**config.mk**
```make
export PLATFORM = sky130hd
export DESIGN_NAME = cga_comp_timing
export DESIGN_NICKNAME = d
export VERILOG_FILES = /design/src/rtl/cga_comp_timing.sv
export SDC_FILE = /design/constraint.sdc
export NUM_CORES = 1
export LEC_CHECK = 0
export ABC_AREA = 0
export ABC_CLOCK_PERIOD_IN_PS = 2500
export CAP_MARGIN = 20
export CORE_AREA = 2 2 65 67
export DETAILED_ROUTE_END_ITERATION = 7
export DIE_AREA = 0 0 67 69
export PLACE_DENSITY = 0.7
export REMOVE_ABC_BUFFERS = 1
export SETUP_SLACK_MARGIN = 0.2
export SYNTH_ARGS = -nofsm -noshare
export SYNTH_HDL_FRONTEND = slang
export SYNTH_SLANG_ARGS = --single-unit
```
**constraint.sdc**
```tcl
create_clock -name clk -period 2.5 [get_ports clk]
set_input_delay 0.5 -clock clk [delete_from_list [all_inputs] [get_ports clk]]
set_output_delay 0.5 -clock clk [all_outputs]
set_load 0.01 [all_outputs]
```
**src/rtl/cga_comp_timing.sv**
```systemverilog
// cga_comp_timing -- character-rate sequencer for the CGA composite encoder.
//
// Purpose:
//   Derives the encoder's hclk/lclk character strobes from the 28.636 MHz
//   system clock, walks a character/line raster, and produces hsync,
//   active-low vsync, display enable and border-gated pixel data. Config
//   writes (B/W mode, border colour) are staged and only take effect at the
//   frame wrap, so a frame is never rendered with mixed settings.
//
// Optional feature (macro CGA_COMP_TIMING_BLINK_EN):
//   Defined   : a 4-bit frame counter advances on each frame_start and blink
//               toggles every time it wraps 15->0 (32-frame blink period).
//   Undefined : no counter is built and blink is tied low.
//
// Ports:
//   clk          in   system clock (28.636 MHz)
//   reset        in   synchronous, active-high
//   cfg_we       in   one-cycle config write strobe
//   cfg_bw       in   staged black-and-white mode
//   cfg_border   in   staged IRGB border colour
//   cfg_pending  out  staged config not yet applied
//   pix_in       in   IRGB pixel from the fetch pipeline
//   hclk         out  one-cycle strobe every 16 clk
//   lclk         out  one-cycle strobe every 32 clk (coincides with hclk)
//   hsync        out  active-high horizontal sync (registered)
//   vsync_l      out  active-low vertical sync (registered)
//   de           out  display enable (registered)
//   video        out  pix_in while displaying, border colour otherwise
//   bw_mode      out  applied B/W mode
//   hcount       out  current character column
//   vcount       out  current line
//   frame_start  out  one-cycle pulse after the raster wraps to (0,0)
//   blink        out  blink phase (see optional feature)

module cga_comp_timing #(
  parameter int H_TOTAL     = 57,
  parameter int H_DISP      = 40,
  parameter int HSYNC_START = 45,
  parameter int HSYNC_WIDTH = 10,
  parameter int V_TOTAL     = 262,
  parameter int V_DISP      = 200,
  parameter int VSYNC_START = 224,
  parameter int VSYNC_WIDTH = 16
) (
  input  logic       clk,
  input  logic       reset,
  input  logic       cfg_we,
  input  logic       cfg_bw,
  input  logic [3:0] cfg_border,
  output logic       cfg_pending,
  input  logic [3:0] pix_in,
  output logic       hclk,
  output logic       lclk,
  output logic       hsync,
  output logic       vsync_l,
  output logic       de,
  output logic [3:0] video,
  output logic       bw_mode,
  output logic [6:0] hcount,
  output logic [8:0] vcount,
  output logic       frame_start,
  output logic       blink
);

  // Window bounds widened by one bit so START+WIDTH cannot overflow.
  localparam logic [6:0] H_LAST   = 7'(H_TOTAL - 1);
  localparam logic [8:0] V_LAST   = 9'(V_TOTAL - 1);
  localparam logic [7:0] H_DISP_W = 8'(H_DISP);
  localparam logic [7:0] HS_BEG   = 8'(HSYNC_START);
  localparam logic [7:0] HS_END   = 8'(HSYNC_START + HSYNC_WIDTH);
  localparam logic [9:0] V_DISP_W = 10'(V_DISP);
  localparam logic [9:0] VS_BEG   = 10'(VSYNC_START);
  localparam logic [9:0] VS_END   = 10'(VSYNC_START + VSYNC_WIDTH);

  logic [4:0] pre_q, pre_d;
  logic [6:0] hcount_q, hcount_d;
  logic [8:0] vcount_q, vcount_d;
  logic       hsync_q, hsync_d;
  logic       vsync_l_q, vsync_l_d;
  logic       de_q, de_d;
  logic [3:0] video_q, video_d;
  logic       frame_start_q, frame_start_d;
  logic       bw_q, bw_d;
  logic [3:0] border_q, border_d;
  logic       stage_bw_q, stage_bw_d;
  logic [3:0] stage_border_q, stage_border_d;
  logic       pending_q, pending_d;

  logic       lclk_w;
  logic       h_wrap;
  logic       v_wrap;
  logic       frame_wrap;
  logic [7:0] hcount_w;
  logic [9:0] vcount_w;

  // Strobes are decoded straight from the prescaler so they line up with
  // the cycle in which the counters are about to advance.
  assign lclk_w     = (pre_q == 5'd31);
  assign h_wrap     = (hcount_q == H_LAST);
  assign v_wrap     = (vcount_q == V_LAST);
  assign frame_wrap = lclk_w && h_wrap && v_wrap;
  assign hcount_w   = {1'b0, hcount_q};
  assign vcount_w   = {1'b0, vcount_q};

  // Prescaler and raster counters.
  always_comb begin
    pre_d    = pre_q + 5'd1;
    hcount_d = hcount_q;
    vcount_d = vcount_q;
    if (lclk_w) begin
      if (h_wrap) begin
        hcount_d = 7'd0;
        vcount_d = v_wrap ? 9'd0 : vcount_q + 9'd1;
      end else begin
        hcount_d = hcount_q + 7'd1;
      end
    end
  end

  // Sync/enable/pixel decode. These are registered, so they lag the
  // counters by one clk; frame_start lands in the cycle after the wrap.
  always_comb begin
    hsync_d       = (hcount_w >= HS_BEG) && (hcount_w < HS_END);
    vsync_l_d     = !((vcount_w >= VS_BEG) && (vcount_w < VS_END));
    de_d          = (hcount_w < H_DISP_W) && (vcount_w < V_DISP_W);
    video_d       = de_d ? pix_in : border_q;
    frame_start_d = frame_wrap;
  end

  // Config staging. At a frame wrap the previously staged value is applied;
  // a write in that same cycle still lands in staging and keeps pending set.
  always_comb begin
    stage_bw_d     = stage_bw_q;
    stage_border_d = stage_border_q;
    pending_d      = pending_q;
    bw_d           = bw_q;
    border_d       = border_q;
    if (frame_wrap && pending_q) begin
      bw_d      = stage_bw_q;
      border_d  = stage_border_q;
      pending_d = 1'b0;
    end
    if (cfg_we) begin
      stage_bw_d     = cfg_bw;
      stage_border_d = cfg_border;
      pending_d      = 1'b1;
    end
  end

  // State registers; reset also drops any staged config.
  always_ff @(posedge clk) begin
    if (reset) begin
      pre_q          <= 5'd0;
      hcount_q       <= 7'd0;
      vcount_q       <= 9'd0;
      hsync_q        <= 1'b0;
      vsync_l_q      <= 1'b1;
      de_q           <= 1'b0;
      video_q        <= 4'd0;
      frame_start_q  <= 1'b0;
      bw_q           <= 1'b0;
      border_q       <= 4'd0;
      stage_bw_q     <= 1'b0;
      stage_border_q <= 4'd0;
      pending_q      <= 1'b0;
    end else begin
      pre_q          <= pre_d;
      hcount_q       <= hcount_d;
      vcount_q       <= vcount_d;
      hsync_q        <= hsync_d;
      vsync_l_q      <= vsync_l_d;
      de_q           <= de_d;
      video_q        <= video_d;
      frame_start_q  <= frame_start_d;
      bw_q           <= bw_d;
      border_q       <= border_d;
      stage_bw_q     <= stage_bw_d;
      stage_border_q <= stage_border_d;
      pending_q      <= pending_d;
    end
  end

`ifdef CGA_COMP_TIMING_BLINK_EN
  logic [3:0] frame_cnt_q, frame_cnt_d;
  logic       blink_q, blink_d;

  // Blink phase flips each time the 16-frame counter rolls over.
  always_comb begin
    frame_cnt_d = frame_cnt_q;
    blink_d     = blink_q;
    if (frame_start_q) begin
      frame_cnt_d = frame_cnt_q + 4'd1;
      if (frame_cnt_q == 4'd15) begin
        blink_d = ~blink_q;
      end
    end
  end

  always_ff @(posedge clk) begin
    if (reset) begin
      frame_cnt_q <= 4'd0;
      blink_q     <= 1'b0;
    end else begin
      frame_cnt_q <= frame_cnt_d;
      blink_q     <= blink_d;
    end
  end

  assign blink = blink_q;
`else
  assign blink = 1'b0;
`endif

  assign hclk        = (pre_q[3:0] == 4'hf);
  assign lclk        = lclk_w;
  assign hsync       = hsync_q;
  assign vsync_l     = vsync_l_q;
  assign de          = de_q;
  assign video       = video_q;
  assign bw_mode     = bw_q;
  assign hcount      = hcount_q;
  assign vcount      = vcount_q;
  assign frame_start = frame_start_q;
  assign cfg_pending = pending_q;

endmodule

```
==> impl_metrics.py, run 1 <==
metrics = {
    "run_status": {
        "status": "completed",
    },
    "timing": {
        "clock_skew_ps": 10.4,
        "setup_tns_ps": 0,
        "tightest_slew_ps": 738,
        "finalHoldViolCount": 0,
        "fin_crit_sh_pct": 88.4,
        "post-route-min-period_ps": 2210,
        "setup_slack_ps": 291,
        "max_slew_margin_pct": 50.6,
        "rsz0062_at_grt": "no",
        "fmax_ghz": 0.453,
        "setup_viol": 0,
        "slew_viol_final": 0,
        "fin_hold_ws_ps": 448,
    },
    "synth": {
        "synth_seq_cells": 40,
        "yosys_warnings": 0,
        "synth_top_family_by_area": "simple AND/OR/NAND/NOR gates",
        "synth_adder_area_share_pct": 5.87,
        "syn_inst": 182,
        "synth_compound_area_share_pct": 5.57,
        "synthXorXnorAreaFrac_pct": 6.67,
        "synth-simple-area-share_pct": 21.6,
        "ys_seq_area_share_pct": 46.9,
        "synth_mux_area_share_pct": 8.80,
        "synth_area_per_cell_um2": 9.38,
        "ys_types": 33,
        "syn-cell-area_mm2": 0.00171,
    },
    "clock_tree": {
        "clk_pin_slew_worst_paths_ps": 70,
        "insertion_delay_ps": 290,
        "cts_max_level": 2,
        "root_buffer": "clkbuf_8",
        "cts_tree": "built",
        "cts_sinks": 40,
        "clockBufferDepth": 2,
        "cts-hold-fix-buffers": 0,
        "cts_inserted_buffers": 5,
        "cts_setup_buffers": 0,
    },
    "detailed_routing": {
        "drt_iter0_markers": 68,
        "viasPerCell": 5.02,
        "wl_per_cell_um": 12.1,
        "drtAntennaViolNets": 0,
        "vias": 1381,
        "routed_wl_um": 3340,
        "drt-pass1-iter-count": 4,
        "drc": 0,
    },
    "power": {
        "p_leak_nw": 0.840,
        "power.density_mw_per_mm2": 518,
        "power.total_w": 0.00117,
        "ir_worst_vdd_uv": 402,
    },
    "place": {
        "pre_cts_ws_ps": 391,
        "port_buffers": 39,
        "dp_hpwl_um": 2430,
        "routabilityCongestion": 0.845,
        "dpl-instance-area_mm2": 0.00216,
    },
    "grt": {
        "grt_max_degree": 13,
        "grt_pass1_vias": 1306,
        "track_usage_pct": 15.7,
        "grt_overflow": 0,
        "antenna_found_initial": 0,
        "grt_first_pass_wirelength_um": 5670,
    },
    "floorplanning": {
        "io-pin-count": 41,
        "fp-row-count": 23,
        "die_y_um": 69,
        "core_area_mm2": 0.00391,
        "initial_core_util_pct": 43.6,
        "die_width_um": 67,
        "die_area_mm2": 0.00462,
    },
    "worst_setup_path": {
        "crit_path_end_kind": "output port",
        "crit_slowest_cell": "dfxtp_1",
        "crit_chain": "ha_1 > and3_1 > ha_1 > buf_4 > dlygate4sd2_1",
        "worstSetupStartpointType": "flip-flop",
        "crit_top_cell": "ha_1",
        "worst-path-max-fanout": 6,
        "rrSetupSlack_ps": 390,
        "reg2reg_depth": 7,
        "required_ps": 2000,
        "criticalPathCategory": "reg -> out",
        "crit_arrival_ps": 1710,
        "cp-startpoint": "pre_q[0]",
        "r2r_end": "vcount[8]",
        "critPathCapture": "lclk",
        "timing.rr.start": "pre_q[0]",
        "slowest_delay_ps": 330,
    },
    "finish": {
        "drive_above_1_share_pct": 5.78,
        "final_cell_area_mm2": 0.00225,
        "diodes": 0,
        "seqCellArea_um2": 801,
        "multi_input_area_um2": 831,
        "final_nets": 244,
        "num-fill-cells": 372,
        "synthToLayoutAreaGrowth_pct": 31.7,
    },
    "run": {
        "drv_cap": 0,
    },
    "min_path": {
        "min_path_type": "reg -> reg",
    },
}
[cell usage in the layout (no fill, tap or decap)]
master | synthesis | final
dfxtp_1 | 40 | 40
clkdlybuf4s50_1 | 0 | 38
nor2_1 | 32 | 32
mux2i_1 | 15 | 15
nand3_1 | 9 | 9
xnor2_1 | 9 | 9
inv_1 | 8 | 8
ha_1 | 8 | 8
clkbuf_8 | 0 | 6
buf_4 | 1 | 6
nand2_1 | 5 | 5
nor4_1 | 5 | 5
o21ai_0 | 4 | 4
a21oi_1 | 4 | 4
nand4_1 | 4 | 4
xor2_1 | 4 | 4
or3_1 | 3 | 3
nor3_1 | 3 | 3
nor2b_1 | 2 | 2
nand4bb_1 | 2 | 2
or4_1 | 2 | 2
o31ai_1 | 2 | 2
nor4b_1 | 2 | 2
clkbuf_1 | 6 | 2
and3_1 | 1 | 1
o21ai_1 | 1 | 1
nor4bb_1 | 1 | 1
o31ai_2 | 1 | 1
o211ai_1 | 1 | 1
or4b_1 | 1 | 1
a31oi_1 | 1 | 1
o2bb2ai_1 | 1 | 1
conb_1 | 1 | 1
dlygate4sd2_1 | 0 | 1
[state kept, by name (all words and copies together), names as in the netlist]
signal	flops
frame_start	1
cfg_pending	1
vcount	9
stage_bw_q	1
hsync	1
de	1
border_q	4
vsync_l	1
stage_border_q	4
pre_q	5
bw_mode	1
hcount	7
video	4
[stage by stage]
stage               util, %  cells
global route           57.4    275
CTS                    57.4    275
global placement       55.2    267
floorplan                 -    172
detailed placement     55.2    267
finish                 57.4    275
[repair_timing]
item | in CTS | in global routing
endpoints found under the setup margin | 1 | 0
gates resized for setup | 1 | 0
hold endpoints to repair | 0 | 0
[power by group]
group / total, W / internal, W / switching (W)
combinational: 0.0000675 / 0.0000396 / 0.0000280
clock: 0.000439 / 0.000225 / 0.000214
sequential: 0.000659 / 0.000652 / 0.00000721
total: 0.00117 / 0.000916 / 0.000249
[critical path: cells and delay by family, from the launching register on]
kind,cells,cell delay [ps]
and+or+nand+nor,1,200
DFF,1,330
buffers and inverters,2,450
adders and majority gates,2,440
[worst min path at each step]
stage	from	to	slack [ps]	cells after the start
2_1_floorplan	pre_q[0]	pre_q[0]	420	1
6_report	pre_q[0]	pre_q[0]	450	1
5_1_grt	pre_q[0]	pre_q[0]	470	1
3_5_place_dp	pre_q[0]	pre_q[0]	440	1
4_1_cts	pre_q[0]	pre_q[0]	450	1
3_3_place_gp	pre_q[0]	pre_q[0]	430	1
[Yosys cell counts (all sizes together)]
library cell	number	area, um^2
dfxtp	40	801
nor2	32	120
mux2i	15	150
nand3	9	45.0
xnor2	9	78.8
ha	8	100
inv	8	30.0
clkbuf	7	27.5
nand2	5	18.8
nor4	5	31.3
o21ai	5	25.0
a21oi	4	20.0
nand4	4	25.0
xor2	4	35.0
buf	3	17.5
nor3	3	15.0
o31ai	3	27.5
or3	3	18.8
nand4bb	2	22.5
nor2b	2	12.5
nor4b	2	17.5
or4	2	15.0
a31oi	1	6.26
and3	1	6.26
conb	1	3.75
nor4bb	1	10.0
o211ai	1	7.51
o2bb2ai	1	8.76
or4b	1	10.0
[cell families (layout without fill, tap and decap cells)]
logic type,count (synthesis),in the layout
xor+xnor,13,13
mux,15,15
simple gates,72,72
flops,40,40
buf+inv,18,61
other cells,1,1
compound gates,15,15
fa+ha+maj,8,8
[layer usage]
metal	up-vias	part of all wire, %	GRT usage (%)
li1	709	-	-
met1	633	49	21.0
met4	0	1.3	6.80
met5	-	0	0
met2	33	45	24.1
met3	6	5.1	3.43
[final cells by class]
cell class                      instances  area share [%]
Clock buffer                            8            4.01
Inverter                                8            1.34
Multi-Input combinational cell        124            37.0
Sequential cell                        40            35.6
Tap cell                               50            2.78
Timing Repair Buffer                   45            19.3
Power figures use the tool's default switching activity.
==> run 2: changes to the inputs <==
--- a/config.mk
+++ b/config.mk
@@ -11,7 +11,7 @@
 export CORE_AREA = 2 2 65 67
 export DETAILED_ROUTE_END_ITERATION = 7
 export DIE_AREA = 0 0 67 69
-export PLACE_DENSITY = 0.7
+export PLACE_DENSITY = 0.72
 export REMOVE_ABC_BUFFERS = 1
 export SETUP_SLACK_MARGIN = 0.2
 export SYNTH_ARGS = -nofsm -noshare
==> run 2 against run 1 <==
Compared with the run above: first-iteration DRC count is 18% higher; sequential cell count did not move; non-clock buffer count did not move; core utilization grew 0.064 points; sequential share of layout area hardly changed; critical endpoint unchanged; largest power group unchanged.
==> impl_metrics.py, run 2 (synthesis gave the netlist of run 1 again) <==
metrics = {
    "clock_tree": {
        "cts_tree": "built",
        "cts_inserted_buffers": 5,
        "cts_max_level": 2,
        "insertion_delay_ps": 290,
        "root_buffer": "clkbuf_8",
        "clk_pin_slew_worst_paths_ps": 70,
        "clockBufferDepth": 2,
        "cts-hold-fix-buffers": 0,
        "cts_sinks": 40,
    },
    "min_path": {
        "holdPathStages": 1,
        "min_path_type": "reg -> reg",
    },
    "finish": {
        "final_cell_area_mm2": 0.00225,
        "diodes": 0,
        "drive_above_1_share_pct": 6.67,
        "final_cell_mix": "dfxtp_1 (40), clkdlybuf4s50_1 (38), nor2_1 (32), mux2i_1 (15)",
        "largest_reg_flops": 9,
        "num-fill-cells": 354,
        "utilization_pct": 57.5,
        "synthToLayoutAreaGrowth_pct": 31.9,
        "multi_input_area_um2": 831,
        "seqCellArea_um2": 801,
        "layout_commonest_cell": "dfxtp_1",
        "final_nets": 244,
    },
    "timing": {
        "setup_viol": 0,
        "clock_skew_ps": 7.75,
        "finalHoldViolCount": 0,
        "fin_hold_ws_ps": 455,
        "fmax_ghz": 0.452,
        "slew_viol_final": 0,
        "rsz0062_at_grt": "no",
        "tightest_slew_ps": 729,
        "post-route-min-period_ps": 2210,
        "fin_crit_sh_pct": 88.5,
        "setup_tns_ps": 0,
        "max_slew_margin_pct": 51.2,
    },
    "floorplanning": {
        "die_y_um": 69,
        "io-pin-count": 41,
        "die_width_um": 67,
        "fp-row-count": 23,
        "initial_core_util_pct": 43.6,
        "core_area_mm2": 0.00391,
        "die_area_mm2": 0.00462,
    },
    "place": {
        "port_buffers": 39,
        "dp_hpwl_um": 2560,
        "routabilityCongestion": 0.846,
        "dpl-instance-area_mm2": 0.00216,
    },
    "worst_setup_path": {
        "worst-path-max-fanout": 6,
        "crit_top_cell": "ha_1",
        "crit_slowest_cell": "dfxtp_1",
        "crit_chain": "ha_1 > and3_1 > ha_1 > buf_4 > dlygate4sd2_1",
        "criticalPathCategory": "reg -> out",
        "crit_path_end_kind": "output port",
        "slowest_delay_ps": 330,
        "required_ps": 2000,
        "worstSetupStartpointType": "flip-flop",
        "crit_arrival_ps": 1710,
        "rrSetupSlack_ps": 340,
        "reg2reg_depth": 7,
    },
    "power": {
        "p_switching_w": 0.000253,
        "ir_worst_vdd_uv": 332,
        "power.density_mw_per_mm2": 517,
        "power.internal_w": 0.000911,
        "pwr-share-clk_pct": 37.5,
        "p_leak_nw": 0.845,
        "p_seq_share_pct": 56.6,
        "pwr-share-comb_pct": 5.9,
        "switching_share_pct": 21.7,
    },
    "run_status": {
        "status": "completed",
    },
    "detailed_routing": {
        "drtAntennaViolNets": 0,
        "wl_per_cell_um": 12.5,
        "drt-pass1-iter-count": 4,
        "vias": 1424,
        "drt_iter0_markers": 80,
        "routed_wl_um": 3430,
        "drc": 0,
        "viasPerCell": 5.18,
    },
    "grt": {
        "track_usage_pct": 15.7,
        "grt_pass1_vias": 1254,
        "grt_max_degree": 15,
        "grt_first_pass_wirelength_um": 5690,
        "antenna_found_initial": 0,
        "grt_overflow": 0,
    },
    "run": {
        "drv_cap": 0,
    },
}
[run 2: cell types whose count changed in the layout (fill, tap and decap cells not counted)]
cell      before  now
clkbuf_1       2    0
clkinv_2       0    2
[run 2: path summary, 6_finish.rpt]
check / endpoint / startpoint
worst max-delay path: lclk / pre_q[0]
worst min-delay path: pre_q[0] / pre_q[0]
worst max register to register: vcount[8] / pre_q[0]
worst min register to register: pre_q[0] / pre_q[0]
[run 2: critical path: cells and delay by family, from the launching register on]
kind / cells / cell delay, ps
adder cells (fa/ha/maj): 2 / 450
buffers and inverters: 2 / 450
flip-flops: 1 / 330
AND/OR/NAND/NOR: 1 / 200
[run 2: area by class of cell]
| cell class | instances | share of cell area, % |
|---|---|---|
| Multi-Input combinational cell | 124 | 36.9 |
| Clock inverter | 2 | 0.445 |
| Timing Repair Buffer | 45 | 19.3 |
| Inverter | 8 | 1.33 |
| Clock buffer | 6 | 3.67 |
| Tap cell | 50 | 2.78 |
| Sequential cell | 40 | 35.6 |
[run 2: layer usage]
| layer | GRT usage [%] | vias to the layer above | part of all wire (%) |
|---|---|---|---|
| met1 | 21.4 | 656 | 46 |
| li1 | - | 709 | - |
| met3 | 4.73 | 8 | 7.1 |
| met2 | 23.0 | 51 | 46 |
| met4 | 6.35 | 0 | 1.6 |
| met5 | 0 | - | 0 |
[run 2: through the flow]
stage	total power (W)	cells	setup slack, ps
finish	0.00116	275	287
global route	0.00122	275	220
CTS	0.00118	275	278
detailed placement	0.000743	267	384
global placement	0.000741	267	433
floorplan	0.000697	172	-43.1
[run 2: repair_timing]
| action | in CTS | in global routing |
|---|---|---|
| setup endpoints to repair | 1 | 0 |
| endpoints found under the hold margin | 0 | 0 |
| gates resized for setup | 1 | 0 |
| setup buffers | 0 | 0 |
[run 2: power by group through the flow]
stage                     Clock (W)  Sequential, W  Combinational [W]
final                      0.000437       0.000659          0.0000681
after global routing       0.000480       0.000660          0.0000756
after CTS                  0.000450       0.000659          0.0000694
after detailed placement          0       0.000674          0.0000690
after global placement            0       0.000673          0.0000678
after floorplan                   0       0.000675          0.0000217
==> run 3: changes to the inputs <==
--- a/config.mk
+++ b/config.mk
@@ -6,7 +6,6 @@
 export NUM_CORES = 1
 export LEC_CHECK = 0
 export ABC_AREA = 0
-export ABC_CLOCK_PERIOD_IN_PS = 2500
 export CAP_MARGIN = 20
 export CORE_AREA = 2 2 65 67
 export DETAILED_ROUTE_END_ITERATION = 7
@@ -14,6 +13,7 @@
 export PLACE_DENSITY = 0.72
 export REMOVE_ABC_BUFFERS = 1
 export SETUP_SLACK_MARGIN = 0.2
+export SLEW_MARGIN = 25
 export SYNTH_ARGS = -nofsm -noshare
 export SYNTH_HDL_FRONTEND = slang
 export SYNTH_SLANG_ARGS = --single-unit
==> results of run 3 <==
No change in the layout: final DEF, timing and power equal those of run 2.
